[config.mk]
export PLATFORM = sky130hd
export DESIGN_NAME = memory_bus_arbiter
export DESIGN_NICKNAME = d
export VERILOG_FILES = /design/src/rtl/memory_bus_arbiter.sv
export SDC_FILE = /design/constraint.sdc
export NUM_CORES = 1
export LEC_CHECK = 0
export CAP_MARGIN = 20
export CORE_ASPECT_RATIO = 0.6
export CORE_UTILIZATION = 40
export DETAILED_ROUTE_END_ITERATION = 6
export PLACE_DENSITY = 0.77
export RECOVER_POWER = 100
export REMOVE_ABC_BUFFERS = 1
export SLEW_MARGIN = 20
export SYNTH_ARGS = -nofsm -noshare
export SYNTH_HDL_FRONTEND = slang
export SYNTH_SLANG_ARGS = --single-unit
export TNS_END_PERCENT = 5
[constraint.sdc]
create_clock -name clk -period 2.3 [get_ports clk]
set_input_delay 0.23 -clock clk [delete_from_list [all_inputs] [get_ports clk]]
set_output_delay 0.23 -clock clk [all_outputs]
set_load 0.02 [all_outputs]
[src/rtl/memory_bus_arbiter.sv]
// Round-robin arbiter sharing one memory port between the instruction and data
// requesters of a core; one transaction in flight, watchdog forces an error reply.
module memory_bus_arbiter #(
  parameter int ADDR_WIDTH     = 32,
  parameter int DATA_WIDTH     = 32,
  parameter int TIMEOUT_CYCLES = 1024
) (
  input  logic                  clk,
  input  logic                  reset,
  input  logic                  i_read,
  input  logic                  i_write,
  input  logic [ADDR_WIDTH-1:0] i_address,
  input  logic [DATA_WIDTH-1:0] i_write_data,
  output logic [DATA_WIDTH-1:0] i_read_data,
  output logic                  i_response,
  output logic                  i_error,
  input  logic                  d_read,
  input  logic                  d_write,
  input  logic [ADDR_WIDTH-1:0] d_address,
  input  logic [DATA_WIDTH-1:0] d_write_data,
  output logic [DATA_WIDTH-1:0] d_read_data,
  output logic                  d_response,
  output logic                  d_error,
  output logic                  mem_read,
  output logic                  mem_write,
  output logic [ADDR_WIDTH-1:0] mem_address,
  output logic [DATA_WIDTH-1:0] mem_write_data,
  input  logic [DATA_WIDTH-1:0] mem_read_data,
  input  logic                  mem_response,
  output logic                  busy
);

  typedef enum logic [1:0] {IDLE, BUSY, RESP} state_t;

  localparam logic SEL_I = 1'b0;
  localparam logic SEL_D = 1'b1;
  localparam int   CW    = (TIMEOUT_CYCLES > 1) ? $clog2(TIMEOUT_CYCLES) : 1;
  localparam logic [CW-1:0] LIMIT = CW'((TIMEOUT_CYCLES > 0) ? TIMEOUT_CYCLES - 1 : 0);

  state_t        state;
  logic          owner;
  logic          last_grant;
  logic [CW-1:0] cnt;

  logic i_act, d_act, pick_d, timeout, done;

  assign i_act = i_read | i_write;
  assign d_act = d_read | d_write;
  // Data wins when it is alone, or on a tie when instruction was served last.
  assign pick_d  = d_act & (~i_act | (last_grant == SEL_I));
  assign timeout = (TIMEOUT_CYCLES != 0) && (cnt == LIMIT);
  assign done    = mem_response | timeout;

  always_ff @(posedge clk) begin
    if (reset) begin
      state          <= IDLE;
      owner          <= SEL_I;
      last_grant     <= SEL_D;
      cnt            <= '0;
      mem_read       <= 1'b0;
      mem_write      <= 1'b0;
      mem_address    <= '0;
      mem_write_data <= '0;
      i_read_data    <= '0;
      i_response     <= 1'b0;
      i_error        <= 1'b0;
      d_read_data    <= '0;
      d_response     <= 1'b0;
      d_error        <= 1'b0;
      busy           <= 1'b0;
    end else begin
      case (state)
        IDLE: begin
          if (i_act | d_act) begin
            owner          <= pick_d;
            last_grant     <= pick_d;
            cnt            <= '0;
            mem_address    <= pick_d ? d_address : i_address;
            mem_write_data <= pick_d ? d_write_data : i_write_data;
            // A simultaneous read and write is treated as a write.
            mem_write      <= pick_d ? d_write : i_write;
            mem_read       <= pick_d ? (d_read & ~d_write) : (i_read & ~i_write);
            busy           <= 1'b1;
            state          <= BUSY;
          end
        end
        BUSY: begin
          cnt <= cnt + CW'(1);
          if (done) begin
            mem_read  <= 1'b0;
            mem_write <= 1'b0;
            state     <= RESP;
            // A real response beats a coincident timeout.
            if (owner == SEL_D) begin
              d_response  <= 1'b1;
              d_read_data <= mem_response ? mem_read_data : '0;
              d_error     <= ~mem_response;
            end else begin
              i_response  <= 1'b1;
              i_read_data <= mem_response ? mem_read_data : '0;
              i_error     <= ~mem_response;
            end
          end
        end
        RESP: begin
          i_response  <= 1'b0;
          i_error     <= 1'b0;
          i_read_data <= '0;
          d_response  <= 1'b0;
          d_error     <= 1'b0;
          d_read_data <= '0;
          busy        <= 1'b0;
          state       <= IDLE;
        end
        default: state <= IDLE;
      endcase
    end
  end

endmodule

Yosys cells after proc, flatten, opt, wreduce, memory -nomap -nowiden. Cells that the tools add are included.

Add/sub/neg operators: 1. Bitwise gates (word level): 13. Equal/unequal tests: 7. Reduce and logical (&&, ||, !) cells: 11. Muxes and demuxes: 35.

Operators with widths (count): $mux W32 (7); $pmux W32 S2 (2); $pmux W10 S2 (1); $mux W1 (14); $pmux W1 S2 (7); $add A10 B1 Y10 const B (1); $eq A10 B10 Y1 const B (1); $mux W10 (1); $reduce_and A3 Y1 (3); $ne A2 B2 Y1 const B (4); $reduce_and A2 Y1 (4); $reduce_bool A2 Y1 (3); $not A1 Y1 (5); $or A1 B1 Y1 (5); $mux W2 (2); $pmux W2 S2 (1); $and A1 B1 Y1 (3); $eq A2 B1 Y1 const B (1); $eq A2 B2 Y1 const B (1); $logic_not A2 Y1 (1).

Input port bits: 167. Logic and storage cells: 82. Register bits after elaboration: 149.

Depth between registers and ports, before layout.
Depth in word-level cells: 7. Mapped depth: 8.

Least setup slack after synthesis. No wires, ideal clock.

Kind: flip-flop to flip-flop. From: reg cnt[0]. To: reg i_read_data[0]. Path slack: 0.613 ns. Data required time: 2.183 ns. Setup time: 0.117 ns. Clock period less this slack: 1.687 ns. Arrival: 1.570 ns. Cell stages (with the launch flop): 7. Path through: dfxtp_1 > ha_1 > and4_4 > a31oi_4 > o31a_4 > buf_6 > a32o_1.

Longest elaborated chain between the ends: 4.

RTL lines: from (decl) (RTL line 43) `logic [CW-1:0] cnt;`; from (signal assigned) (RTL line 88) `cnt <= cnt + CW'(1);`; $eq A10 B10 Y1 (RTL line 51) `assign timeout = (TIMEOUT_CYCLES != 0) && (cnt == LIMIT);`; $or A1 B1 Y1 (RTL line 52) `assign done = mem_response | timeout;`; $ne A2 B2 Y1 (no line); $reduce_and A3 Y1 (no line); to (signal assigned) (RTL line 100) `i_read_data <= mem_response ? mem_read_data : '0;`; to (decl) (RTL line 14) `output logic [DATA_WIDTH-1:0] i_read_data,`.

No other way between the ends. A chain may end at the register's enable or synchronous reset.

Worst setup path in the final report.
From: in d_write. To: reg mem_write_data[27].

Longest elaborated chain between the ends: 3. Elaborated cells on any way between the ends: 5. Those cells by class: mux: 1; bitwise: 3; reduce/logical: 1.

RTL lines: from (decl) (RTL line 18) `input logic d_write,`; $or A1 B1 Y1 (*) (RTL line 48) `assign d_act = d_read | d_write;`; $and A1 B1 Y1 or $or A1 B1 Y1 (tied branches) (RTL line 50, 74); $mux W32 or $reduce_and A2 Y1 (tied branches); to (signal assigned) (RTL line 79) `mem_write_data <= pick_d ? d_write_data : i_write_data;`; to (decl) (RTL line 27) `output logic [DATA_WIDTH-1:0] mem_write_data,`.

Every way passes the cells marked *; elsewhere a longest branch is shown, timed or not.

==> summary.md <==
Synthesis inferred 149 register bits. In this run, CTS created clock tree buffers numbering 17. The maximum single-stage delay on the critical path is 0.64 ns, and the buffer levels on the longest clock path is 2. The total global-route track usage was 24.14%. For the detailed-routing iteration count for the pre-antenna-repair pass, the log shows 5. Entering global routing, the biggest net connects 130 pins. The final critical path takes up 88.84% of the cycle. Data arrives at the worst endpoint at 2.29 ns. 302 I/O pins were placed. For the final database, setup skew stands at 0.01252 ns. The type of element capturing the critical path was a flop. Summing over every cut layer, the via total after detailed routing is 5515. The total inserted antenna cells was 0. The cell with the largest stage delay on the worst path was nor4_1.

The HPWL after detailed placement is 14180 um. The cell type with the highest aggregate area in the netlist was dfxtp_1. The cell depth of the worst flop-to-flop path is 5, and the share of the synthesized area in the top cell type is 50.17%.

The tools report the count of clock tree sinks as 149. The per-instance average area after synthesis came out at 10.71 um^2. In this run the power density over the cells is 775.3 nW/um^2. The number of port buffers was 301. Measured against its own limit, the worst slew margin works out to 41.06%. The count of unresolved DRC violations after routing was 0.

Tracing the worst setup path back leads to its startpoint at d_write. For the last weighted congestion value of the routability-driven placer, the log shows 0.8896. The clock tree synthesis step divided the H-tree into 4 levels. The signal on the critical path passes through dlygate4sd3_1 > nor4_1 > nor3_1 > buf_12 > nor2_1 > a211oi_1. Setup repair after global routing left no endpoint under its margin. The number of gates resized after CTS was 0. The number of different library cells used by synthesis comes to 46. The run gives 0.30 ns as the register-to-register path setup slack. The worst path needs 2.043 ns of the cycle, external delays included. After synthesis, flip-flops and latches occupy 50.17% of the total area. The die width was 159.4 um. The number of hold buffers added after CTS was 0. The initial antenna violation count was 0; the number of synthesized flops with an enable pin was 0. The run finished with clean final reports. Ranked by total cell area, the synthesized netlist is headed by dfxtp_1 (50%), a32o_1 (11%), mux2i_1 (11%), a211oi_1 (8.2%), nor2_1 (4.5%). The total core area was 14510 um^2.

The first-pass GRT wire length is 28830 um. Dividing the detail-routed via count by the number of cells gives 5.283. The endpoint identified for the worst register-to-register timing path is i_read_data[17]$_SDFFE_PP0P_. The most used standard cell by instance count after synthesis was dfxtp_1. The tree is rooted in a clkbuf_16. After detailed routing, the average wire length per cell comes to 18.33 um. Along the worst hold path, the cell count comes to 3. The logs give 555 for the instance count of the mapped netlist and 0.2201 ns for the worst hold margin. The kind of launch point of the worst setup path is a primary input.

In this run the vertical extent of the chip is 96.44 um. Derived from the worst setup path, the maximum achievable clock frequency is 489.4 MHz. In this run the static leakage power is 4.095 nW. The critical path buffer and inverter count was 2; the final setup TNS was 0 ns. By startpoint and endpoint, the worst setup path is classified as primary input to flop.

Fraction of final layout cells sized beyond drive strength 1: 6.501%. Latest clock arrival within the worst-skew pair: 0.41 ns. The buffer count from post-CTS setup fixing is 0.

The tool flagged a number of max-cap violations equal to 0. TritonCTS built the clock tree. The worst register-to-register path begins at cnt[0]$_SDFFE_PP0P_. For the number of warning messages in the yosys log, the log shows 0. The logs give 5403 for the number of global-route vias before repair and 40.99% for the initial core utilization.

The run gives 0.0004838 V as the worst supply voltage drop on vdd. Of all flip-flops after synthesis, the portion carrying an async set or reset was 0%. Kind of cell adding the most delay to the critical path: simple AND/OR/NAND/NOR gates.

The tools report the hold path endpoint as d_error$_SDFFE_PP0P_. Along the worst path, the maximum fanout reaches 129. The logs give 0 for the final-report hold violation count and 19130 um for the final wirelength. The required time at the worst-slack endpoint is 2.54 ns. The final layout contains 1002 nets.

Row generation in the floorplan step produced 34 rows. In this run the remaining antenna-violating nets after routing total 0. In the synthesized netlist, the cells that appear most often are dfxtp_1 (149), nor2_1 (72), a211oi_1 (65). Clock-pin slew was measured on the worst setup and hold paths at 0.06 ns. At the pin with the least slew margin, the transition time is 0.8842 ns. Setup violations remaining at the end of the flow were counted as 0.

The synthesis-to-finish area growth was 61.95%; the total count of max-transition violations in the final report was 0. The startpoint of the tightest hold check path was reset. After global routing the overflow that remains totals 0. The violation count after the first detailed-route iteration is 495, and the die area is 15370 um^2. The cell area that synthesis handed to floorplanning was 5946 um^2. The path category of the worst min-delay check was primary input to flop. The most instantiated flip-flop cell in the synthesis netlist was dfxtp_1.

Final standard cell utilization of the core: 66.38%.
kinds of logic after synthesis:
group | Yosys count | share of synthesized area (%)
AO/OA/AOI/OAI | 171 | 23.86
adder cells (fa/ha/maj) | 1 | 0.2104
buffers and inverters | 56 | 6.124
flip-flops | 149 | 50.17
multiplexers | 64 | 10.77
AND/OR/NAND/NOR | 114 | 8.860
state kept, by name, summed over array words and instances, names as in the netlist, 2 cells and up:
name / flops
mem_write_data: 32
d_read_data: 32
cnt: 10
mem_address: 32
state: 2
i_read_data: 32
layout make-up:
cell class | count | area, um^2
Sequential cell | 149 | 2983
Timing Repair Buffer | 315 | 3151
Fill cell | 1122 | 4877
Clock buffer | 18 | 439.2
Clock inverter | 13 | 197.7
Inverter | 1 | 3.754
Multi-Input combinational cell | 350 | 2608
Tap cell | 198 | 247.7
layout by cell type (no fill, tap or decap), types with 3 or more instances in the layout:
| cell type | synthesis | final |
|---|---|---|
| clkdlybuf4s50_1 | 0 | 164 |
| dfxtp_1 | 149 | 149 |
| dlygate4sd3_1 | 0 | 136 |
| nor2_1 | 72 | 72 |
| a211oi_1 | 65 | 65 |
| a32o_1 | 64 | 64 |
| mux2i_1 | 64 | 64 |
| a21oi_1 | 19 | 19 |
| clkbuf_16 | 0 | 17 |
| buf_4 | 6 | 11 |
| nand2_1 | 10 | 10 |
| nand3_1 | 6 | 6 |
| o21ai_0 | 5 | 5 |
| and3_1 | 3 | 4 |
| a311oi_1 | 4 | 4 |
| inv_6 | 0 | 4 |
| bufinv_16 | 0 | 4 |
| clkinv_4 | 0 | 4 |
| nor3_1 | 3 | 3 |
| buf_12 | 0 | 3 |
report_power, final:
group | leakage, nW | switching (mW) | internal [mW] | total (mW)
Clock | 0.308 | 1.12 | 1.86 | 2.98
Combinational | 2.56 | 0.819 | 0.770 | 1.59
Sequential | 1.22 | 0.114 | 2.78 | 2.89
Total | 4.09 | 2.05 | 5.41 | 7.47
tightest hold or removal path, stage by stage:
cell,delay [ns]
buf_2,0.11
a21oi_4,0.08
nor3b_1,0.15
per-stage QoR:
stage	power (mW)	worst slack [ns]	cells	instance area (um^2)
2_1_floorplan	3.804	-5.163	500	5585
3_3_place_gp	4.568	0.1866	1013	9007
3_5_place_dp	4.611	0.1492	1013	9007
4_1_cts	7.595	0.3892	1044	9644
5_1_grt	7.772	0.1647	1044	9629
6_report	7.466	0.2567	1044	9629
per-layer routing:
| layer | GRT usage [%] | wire [um] | vias to the layer above |
|---|---|---|---|
| met4 | 10.02 | 417 | 0 |
| met3 | 4.780 | 797 | 30 |
| met2 | 42.07 | 9648 | 146 |
| met5 | 0 | 0 | - |
| met1 | 29.78 | 8270 | 2646 |
| li1 | - | - | 2693 |
worst max path at each step:
stage                                       to  depth (start not counted)
6_report       mem_write_data[27]$_SDFFE_PP0P_                          6
5_1_grt        mem_write_data[27]$_SDFFE_PP0P_                          6
4_1_cts           i_read_data[17]$_SDFFE_PP0P_                          5
3_5_place_dp       mem_address[6]$_SDFFE_PP0P_                          6
3_3_place_gp    mem_write_data[0]$_SDFFE_PP0P_                          5
2_1_floorplan      mem_address[0]$_SDFFE_PP0P_                          2
(Power assumes the default switching activity.)
